--- config.mk ---
export PLATFORM = sky130hd
export DESIGN_NAME = id_check_flat
export DESIGN_NICKNAME = d
export VERILOG_FILES = /design/src/rtl/id_check_if.sv /design/src/rtl/id_check.sv /design/src/flat_wrapper.sv
export SDC_FILE = /design/constraint.sdc
export NUM_CORES = 1
export LEC_CHECK = 0
export BUFFER_PORTS_ARGS = -buffer_cell sky130_fd_sc_hd__buf_2
export CAP_MARGIN = 15
export CORE_MARGIN = 10
export CORE_UTILIZATION = 49
export DETAILED_ROUTE_END_ITERATION = 6
export PLACE_DENSITY = 0.75
export SYNTH_ARGS = -nofsm -noshare
export SYNTH_HDL_FRONTEND = slang
export SYNTH_SLANG_ARGS = --single-unit
--- constraint.sdc ---
create_clock -name clk -period 1.55 [get_ports clk]
set_clock_uncertainty 0.05 [all_clocks]
set_input_delay 0.155 -clock clk [delete_from_list [all_inputs] [get_ports clk]]
set_output_delay 0.155 -clock clk [all_outputs]
set_load 0.01 [all_outputs]
--- src/rtl/id_check_if.sv ---
// Keypad, ID ROM and password-stage signals of the login front stage.
// The master side is the environment (keypad, ROM, password stage); the slave side is id_check.
interface id_check_if;
   logic        UserLoad;
   logic [3:0]  UserDigit;
   logic [4:0]  addr;
   logic [15:0] data_rom_ID;
   logic        logout;
   logic        matchedID;
   logic [2:0]  ID_internal_from_ID;
   logic        isGuest_from_ID;
   logic        idFail;
   logic        IDFailLED;

   modport master (
      output UserLoad, UserDigit, data_rom_ID, logout,
      input  addr, matchedID, ID_internal_from_ID, isGuest_from_ID, idFail, IDFailLED
   );

   modport slave (
      input  UserLoad, UserDigit, data_rom_ID, logout,
      output addr, matchedID, ID_internal_from_ID, isGuest_from_ID, idFail, IDFailLED
   );
endinterface

--- src/rtl/id_check.sv ---
// Login front stage: collects a 4-digit hex ID, searches the ID ROM in ascending
// index order and holds the matched player index until the password stage logs out.
//
// state    | meaning
// DIGIT_1  | waiting for first digit (ID[15:12]); capture clears the fail LED
// DIGIT_2  | waiting for ID[11:8]
// DIGIT_3  | waiting for ID[7:4]
// DIGIT_4  | waiting for ID[3:0]; capture starts the search at index 0
// SET_ADDR | drive ROM address for current index
// ROM_WAIT | wait ROM_LAT cycles for ROM data
// COMPARE  | compare ROM data with entered ID
// MATCHED  | hold match outputs until logout
// FAIL     | one-cycle idFail pulse, set fail LED
module id_check #(
   parameter int          NUM_IDS    = 8,
   parameter int          ROM_LAT    = 2,
   parameter int          GUEST_IDX  = 7,
   parameter logic [15:0] INVALID_ID = 16'hFFFF
) (
   input  logic    clk,
   input  logic    rst,
   id_check_if.slave bus
);

   localparam int CNT_W = (ROM_LAT > 1) ? $clog2(ROM_LAT) : 1;
   localparam logic [CNT_W-1:0] LAST_WAIT = CNT_W'(ROM_LAT - 1);
   localparam logic [2:0]       LAST_IDX  = 3'(NUM_IDS - 1);
   localparam logic [2:0]       GUEST     = 3'(GUEST_IDX);

   typedef enum logic [3:0] {
      DIGIT_1, DIGIT_2, DIGIT_3, DIGIT_4,
      SET_ADDR, ROM_WAIT, COMPARE, MATCHED, FAIL
   } state_t;

   state_t           state, state_n;
   logic [15:0]      entered_id, entered_id_n;
   logic [2:0]       idx, idx_n;
   logic [CNT_W-1:0] wait_cnt, wait_cnt_n;
   logic [4:0]       addr_q, addr_n;
   logic             matched_q, matched_n;
   logic [2:0]       id_int_q, id_int_n;
   logic             guest_q, guest_n;
   logic             fail_led_q, fail_led_n;
   logic             id_fail;

   always_ff @(posedge clk) begin
      if (rst) begin
         state      <= DIGIT_1;
         entered_id <= '0;
         idx        <= '0;
         wait_cnt   <= '0;
         addr_q     <= '0;
         matched_q  <= 1'b0;
         id_int_q   <= '0;
         guest_q    <= 1'b0;
         fail_led_q <= 1'b0;
      end else begin
         state      <= state_n;
         entered_id <= entered_id_n;
         idx        <= idx_n;
         wait_cnt   <= wait_cnt_n;
         addr_q     <= addr_n;
         matched_q  <= matched_n;
         id_int_q   <= id_int_n;
         guest_q    <= guest_n;
         fail_led_q <= fail_led_n;
      end
   end

   always_comb begin
      state_n      = state;
      entered_id_n = entered_id;
      idx_n        = idx;
      wait_cnt_n   = wait_cnt;
      addr_n       = addr_q;
      matched_n    = matched_q;
      id_int_n     = id_int_q;
      guest_n      = guest_q;
      fail_led_n   = fail_led_q;
      id_fail      = 1'b0;

      case (state)
         DIGIT_1: if (bus.UserLoad) begin
            entered_id_n[15:12] = bus.UserDigit;
            fail_led_n          = 1'b0;
            state_n             = DIGIT_2;
         end
         DIGIT_2: if (bus.UserLoad) begin
            entered_id_n[11:8] = bus.UserDigit;
            state_n            = DIGIT_3;
         end
         DIGIT_3: if (bus.UserLoad) begin
            entered_id_n[7:4] = bus.UserDigit;
            state_n           = DIGIT_4;
         end
         DIGIT_4: if (bus.UserLoad) begin
            entered_id_n[3:0] = bus.UserDigit;
            idx_n             = '0;
            state_n           = SET_ADDR;
         end
         SET_ADDR: begin
            addr_n     = {2'b00, idx};
            wait_cnt_n = '0;
            state_n    = ROM_WAIT;
         end
         ROM_WAIT: begin
            wait_cnt_n = wait_cnt + CNT_W'(1);
            if (wait_cnt == LAST_WAIT) state_n = COMPARE;
         end
         COMPARE: begin
            // The filler value can never match, so an all-F entry always fails.
            if ((bus.data_rom_ID == entered_id) && (bus.data_rom_ID != INVALID_ID)) begin
               state_n = MATCHED;
            end else if (idx == LAST_IDX) begin
               state_n = FAIL;
            end else begin
               idx_n   = idx + 3'd1;
               state_n = SET_ADDR;
            end
         end
         MATCHED: begin
            if (bus.logout) begin
               matched_n    = 1'b0;
               id_int_n     = '0;
               guest_n      = 1'b0;
               entered_id_n = '0;
               idx_n        = '0;
               addr_n       = '0;
               state_n      = DIGIT_1;
            end else begin
               matched_n = 1'b1;
               id_int_n  = idx;
               guest_n   = (idx == GUEST);
            end
         end
         FAIL: begin
            id_fail      = 1'b1;
            fail_led_n   = 1'b1;
            entered_id_n = '0;
            state_n      = DIGIT_1;
         end
         default: begin
            entered_id_n = '0;
            idx_n        = '0;
            wait_cnt_n   = '0;
            addr_n       = '0;
            matched_n    = 1'b0;
            id_int_n     = '0;
            guest_n      = 1'b0;
            fail_led_n   = 1'b0;
            state_n      = DIGIT_1;
         end
      endcase
   end

   assign bus.addr                = addr_q;
   assign bus.matchedID           = matched_q;
   assign bus.ID_internal_from_ID = id_int_q;
   assign bus.isGuest_from_ID     = guest_q;
   assign bus.idFail              = id_fail;
   assign bus.IDFailLED           = fail_led_q;

endmodule

--- src/flat_wrapper.sv ---
// flat-port wrapper written by rule: the top's interface ports become plain ports
module id_check_flat 
#(
   parameter int          NUM_IDS    = 8,
   parameter int          ROM_LAT    = 2,
   parameter int          GUEST_IDX  = 7,
   parameter logic [15:0] INVALID_ID = 16'hFFFF
)
  (clk, rst, bus_UserLoad, bus_UserDigit, bus_data_rom_ID, bus_logout, bus_addr, bus_matchedID, bus_ID_internal_from_ID, bus_isGuest_from_ID, bus_idFail, bus_IDFailLED);
  id_check_if bus_i ();
  input  logic clk;
  input  logic rst;
  input wire logic [$bits(bus_i.UserLoad)-1:0] bus_UserLoad;
  input wire logic [$bits(bus_i.UserDigit)-1:0] bus_UserDigit;
  input wire logic [$bits(bus_i.data_rom_ID)-1:0] bus_data_rom_ID;
  input wire logic [$bits(bus_i.logout)-1:0] bus_logout;
  output wire logic [$bits(bus_i.addr)-1:0] bus_addr;
  output wire logic [$bits(bus_i.matchedID)-1:0] bus_matchedID;
  output wire logic [$bits(bus_i.ID_internal_from_ID)-1:0] bus_ID_internal_from_ID;
  output wire logic [$bits(bus_i.isGuest_from_ID)-1:0] bus_isGuest_from_ID;
  output wire logic [$bits(bus_i.idFail)-1:0] bus_idFail;
  output wire logic [$bits(bus_i.IDFailLED)-1:0] bus_IDFailLED;
  assign bus_i.UserLoad = bus_UserLoad;
  assign bus_i.UserDigit = bus_UserDigit;
  assign bus_i.data_rom_ID = bus_data_rom_ID;
  assign bus_i.logout = bus_logout;
  assign bus_addr = bus_i.addr;
  assign bus_matchedID = bus_i.matchedID;
  assign bus_ID_internal_from_ID = bus_i.ID_internal_from_ID;
  assign bus_isGuest_from_ID = bus_i.isGuest_from_ID;
  assign bus_idFail = bus_i.idFail;
  assign bus_IDFailLED = bus_i.IDFailLED;
  id_check #(.NUM_IDS(NUM_IDS), .ROM_LAT(ROM_LAT), .GUEST_IDX(GUEST_IDX), .INVALID_ID(INVALID_ID)) u_core (.clk(clk), .rst(rst), .bus(bus_i));
endmodule
Word-level counts from Yosys, hierarchy flattened
Index checks and enable logic that the tools add are counted.
- $add $sub $neg: 2
- equal/unequal tests: 19
- muxes and demuxes: 31
- bitwise gates (word level): 7
- reduce and logical (&&, ||, !) cells: 19
- operator list (operator ; count):
    $pmux 4 s3 ; 4
    $mux 4 ; 9
    $pmux 4 s8 ; 1
    $reduce_or 6->1 ; 5
    $reduce_or 7->1 ; 3
    $eq 16x16->1 ; 1
    $eq 4x3->1 const B ; 4
    $mux 16 ; 1
    $ne 16x16->1 const B ; 1
    $pmux 5 s3 ; 1
    $ne 2x2->1 const B ; 7
    $mux 3 ; 4
    $pmux 3 s4 ; 1
    $reduce_and 3->1 ; 4
    $eq 4x2->1 const B ; 2
    $reduce_or 8->1 ; 1
    $not 1->1 ; 7
    $pmux 1 s2 ; 3
    $pmux 3 s2 ; 1
    $reduce_and 6->1 ; 1
    $mux 5 ; 1
    $eq 4x1->1 const B ; 1
    $eq 4x4->1 const B ; 1
    $logic_not 4->1 ; 1
    other kinds (9) ; 13
- register bits after elaboration: 35
- input bits: 24
- output and inout bits: 12

Logic depth before layout (Yosys ltp)
- depth after elaboration: 4
- mapped depth: 7
- mapped depth without buffers: 7

Worst setup path before layout
Ideal clock, no wire load.
- kind: reg-to-reg
- start point: register u_core.idx[0]
- end point: register u_core.idx[0]
- data arrival time: 1470 ps
- setup slack: -40 ps
- stages on the path, launching flop included: 8
- buffers on the path: 0
- period minus slack after synthesis: 1590 ps
- cell sequence: dfxtp_1 ha_1 ha_1 nor2_1 a21o_1 a222oi_1 a21oi_1 o2bb2ai_1
- word-level cells in the longest chain between the ends: 4
- RTL lines (what ; line ; text):
    from (decl) ; id_check.sv:37 ; logic [2:0] idx, idx_n;
    from (signal assigned) ; id_check.sv:60 ; idx <= idx_n;
    $add 3x1->3 ; id_check.sv:117 ; idx_n = idx + 3'd1;
    $mux 3 ; id_check.sv:114 ; end else if (idx == LAST_IDX) begin
    $mux 3 ; id_check.sv:112 ; if ((bus.data_rom_ID == entered_id) && (bus.data_rom_ID != INVALID_ID)) begin
    $pmux 3 s4 ; id_check.sv:82 ; case (state)
Several ways; a longest one is shown, not always the timed one. The select of a mux whose other input is x is not followed.
A chain may end at the register's enable or synchronous reset.

Worst setup path in the final report
- start point: register u_core.state[2]
- end point: register u_core.entered_id[12]
- word-level cells in the longest chain between the ends: 4
- RTL lines (what ; line ; text):
    from (decl) ; id_check.sv:35 ; state_t state, state_n;
    from (signal assigned) ; id_check.sv:58 ; state <= state_n;
    $eq 4x1->1 (tied with other cells) ; id_check.sv:82 ;
    $reduce_or 6->1 (no line) ; n/a ;
    $not 1->1 (no line) ; n/a ;
    $reduce_and 3->1 (no line) ; n/a ;
    to (signal assigned) ; id_check.sv:59 ; entered_id <= entered_id_n;
    to (decl) ; id_check.sv:36 ; logic [15:0] entered_id, entered_id_n;
Several ways; a longest one is shown, not always the timed one.

==> results.txt <==
----------------------------------------------------
[Synth]
  Register area share after synthesis ... 35.5%
  EDFF count, synth ... 0
  Cell area after technology mapping ... 1860 sq um
  Synthesized flop and latch total ... 33
  Avg Synthesized Cell Area ... 8.59 sq um
  Most frequently used flop master after synthesis ... dfxtp_1
  Async SR Flop Fraction ... 0%
  Distinct cell type count after synthesis ... 48
  Yosys synthesis warning count ... 0
  Syn Inst Count ... 217

[Drt]
  Detailed-routing wirelength on met1 ... 2.37 mm
  Violation count after the first detailed-route iteration ... 172
  Vias ... 1893
  Detailed-route wire length per cell ... 16.0 um
  Highest routed metal layer ... met4
  Length of routed met2 wiring ... 2.76 mm
  Residual DRC ... 0
  Wire length reported by the detailed router ... 5.53 mm
  Detailed-route vias per instance ... 5.47
  Post-route antenna net violation count ... 0
  Drt first pass iters ... 4
  Met3 wire len ... 307 um

[Final layout]
  Share of cells above drive strength 1 ... 45.0%
  Utilization after layout ... 72.6%
  Total inserted antenna cells ... 0
  # fillers ... 269
  Most frequent cells in the layout ... buf_4, buf_2, dfxtp_1
  Leading cell type in the layout, fill and taps excluded ... buf_4
  Net total in the final layout ... 323
  Layout Cells excl Fill ... 346
  Cell area after layout ... 2660 sq um
  Synth-to-Final Area Change ... 42.6%

[Worst setup path]
  Top Family by Delay on Critical Path ... buffers and inverters
  Cell-by-cell trace of the critical path ... buf_6, buf_6, nor3_4, buf_4, a221oi_2, buf_4, nand3b_1, a21oi_1
  Levels on crit path ... 8
  Launching element type of the critical path ... register
  Data arrival time of the worst path ... 1.83 ns
  Largest stage delay, worst path ... 0.36 ns
  Top fanout value on the critical path ... 8
  Cell with the largest stage delay on the worst path ... dfxtp_4
  Critical setup path kind ... register to register
  Nature of the critical path endpoint ... register
  Worst path required time ... 1.70 ns
  Crit path buffers/inverters ... 4
  Worst r2r path cells ... 8

[Die]
  Top Ports ... 36
  Starting utilization of the core area ... 50.9%
  Placeable core area ... 3660 sq um
  Width of the die ... 81.7 um
  Die area ... 6670 sq um
  Die span in y ... 81.7 um
  FP Rows ... 22

[CTS]
  Sinks on the clock net ... 33
  Clock tree from TritonCTS ... built
  Root buffer selected by CTS ... clkbuf_8
  H-tree depth reported by CTS ... 2
  Hold-fix buffer count after cts ... 0
  Clock insertion delay at the later pin of the skew report ... 0.29 ns
  Maximum buffer depth of the clock tree ... 2
  Clock transition at the register clock pins on the worst setup and hold paths after CTS ... 0.07 ns
  Number of buffers inserted during clock tree synthesis ... 5

[GRT]
  Global route total overflow ... 0
  Via count of the first global-routing pass ... 1813
  Wire length of the first global-routing pass ... 8.39 mm
  Initial antenna violation count ... 0
  Pin count of the biggest net entering global routing ... 15
  Total track usage ... 16.0%

[Run]
  Max-capacitance violation count ... 0

[Outcome]
  Violated checks ... setup timing
  Outcome ... finished with violations

[Placed design]
  Post-detailed-placement half-perimeter wirelength ... 4.00 mm
  Setup WS pre-CTS ... -0.124 ns
  Instance area after placement ... 2380 sq um
  Routability congestion estimate from global placement ... 0.882
  Placed Instances ... 332
  Count of buffers from port buffering ... 33

[Power]
  IR drop worst, VDD ... 0.760 mV
  Cell leakage power ... 1.09 nW
  Power per unit of standard cell area ... 695 nW/um^2
  Psw ... 0.513 mW
  Sequential power share ... 47.6%
  Logic pwr share ... 17.9%
  Net switching fraction of the power ... 27.8%
  Power Internal ... 1.33 mW
  Part of the total power dissipated in the clock network ... 34.5%

[Timing]
  RSZ-0062 raised after global routing ... yes
  Worst hold slack ... 0.128 ns
  Max-slew violations ... 0
  Minimum period implied by the final worst setup slack ... 1.68 ns
  Maximum clock frequency ... 595 MHz
  Period utilization ... 108%
  Final Hold Vio Count ... 0
  Number of setup violations in the final report ... 5
  Final setup slack of the worst path ... -0.129 ns

[Hold path]
  Cell depth of the worst hold path ... 3
  Min-delay worst type ... primary input to register

----------------------------------------------------
## cells in the mapped netlist, types with 5 or more instances
| library cell | number | area share, % |
|---|---|---|
| dfxtp_1 | 33 | 35 |
| nand2_1 | 21 | 4.2 |
| a21oi_1 | 19 | 5.1 |
| nor2_1 | 18 | 3.6 |
| xnor2_1 | 16 | 7.5 |
| nand3b_1 | 12 | 4.8 |
| nand4_1 | 9 | 3.0 |
| a22oi_1 | 8 | 3.2 |
| inv_1 | 7 | 1.4 |
| buf_2 | 5 | 1.3 |
| nand3_1 | 5 | 1.3 |
## layer usage
layer | track usage [%] | vias up
li1 | - | 943
met1 | 19.4 | 897
met2 | 26.5 | 46
met3 | 4.80 | 7
met4 | 5.27 | 0
met5 | 0 | -
## power groups by stage
stage	logic [mW]	clock network, mW	registers, mW
floorplan	0.154	0	0.889
global placement	0.283	0	0.897
detailed placement	0.287	0	0.897
CTS	0.308	0.646	0.878
global route	0.352	0.698	0.880
finish	0.330	0.638	0.879
## sequential cells by signal, indices dropped and copies added (netlist names), 3 cells and up
register                        count
u_core.bus.ID_internal_from_ID      3
u_core.idx                          3
u_core.bus.addr                     3
u_core.entered_id                  16
u_core.state                        4
## area by class of cell
type | instances | area [sq um] | share of cell area [%]
tap | 48 | 60.1 | 2.26
multi-input combinational | 165 | 1230 | 46.2
inverter | 7 | 30.0 | 1.13
clock buffer | 5 | 68.8 | 2.59
timing repair buffer | 85 | 577 | 21.7
sequential | 33 | 677 | 25.5
clock inverter | 3 | 17.5 | 0.659
## worst register-to-register path: stages, from the launching register on
cell      delay (ns)
dfxtp_4         0.36
buf_6           0.13
buf_6           0.13
nor3_4          0.14
buf_4           0.14
a221oi_2        0.05
buf_4           0.16
nand3b_1        0.20
a21oi_1         0.23
## kinds of logic after synthesis
family	count (synthesis)	synth area share [%]
and+or+nand+nor	88	26.2
AOI/OAI and AO/OA	51	20.8
DFF	33	35.5
buffers and inverters	20	5.17
xor gates and xnor gates	16	7.52
muxes	6	3.36
adders and majority gates	2	1.34
other	1	0.201
## stage by stage
| step | power, mW | setup TNS (ns) |
|---|---|---|
| 2_1_floorplan | 1.04 | 0 |
| 3_5_place_dp | 1.18 | -1.36 |
| 4_1_cts | 1.83 | -0.0549 |
| 6_report | 1.85 | -0.166 |
| 5_1_grt | 1.93 | -1.14 |
| 3_3_place_gp | 1.18 | -0.584 |
## what timing repair did
action,CTS,global route
resized for setup,21,18
pin swaps,8,7
buffers inserted,4,2
endpoints found under the setup margin,27,27
## path summary, 6_finish.rpt
kind / start / end / slack [ns]
worst max-delay path: u_core.state[2]$_SDFFE_PP0P_ / u_core.entered_id[12]$_SDFFE_PP0P_ / -0.13
worst min register to register: u_core.entered_id[1]$_SDFFE_PP0P_ / u_core.entered_id[1]$_SDFFE_PP0P_ / 0.42
worst min-delay path: bus_UserDigit[2] / u_core.entered_id[10]$_SDFFE_PP0P_ / 0.13
worst max register to register: u_core.state[2]$_SDFFE_PP0P_ / u_core.entered_id[12]$_SDFFE_PP0P_ / -0.13
Note: power is estimated with default switching activity, not from simulation.
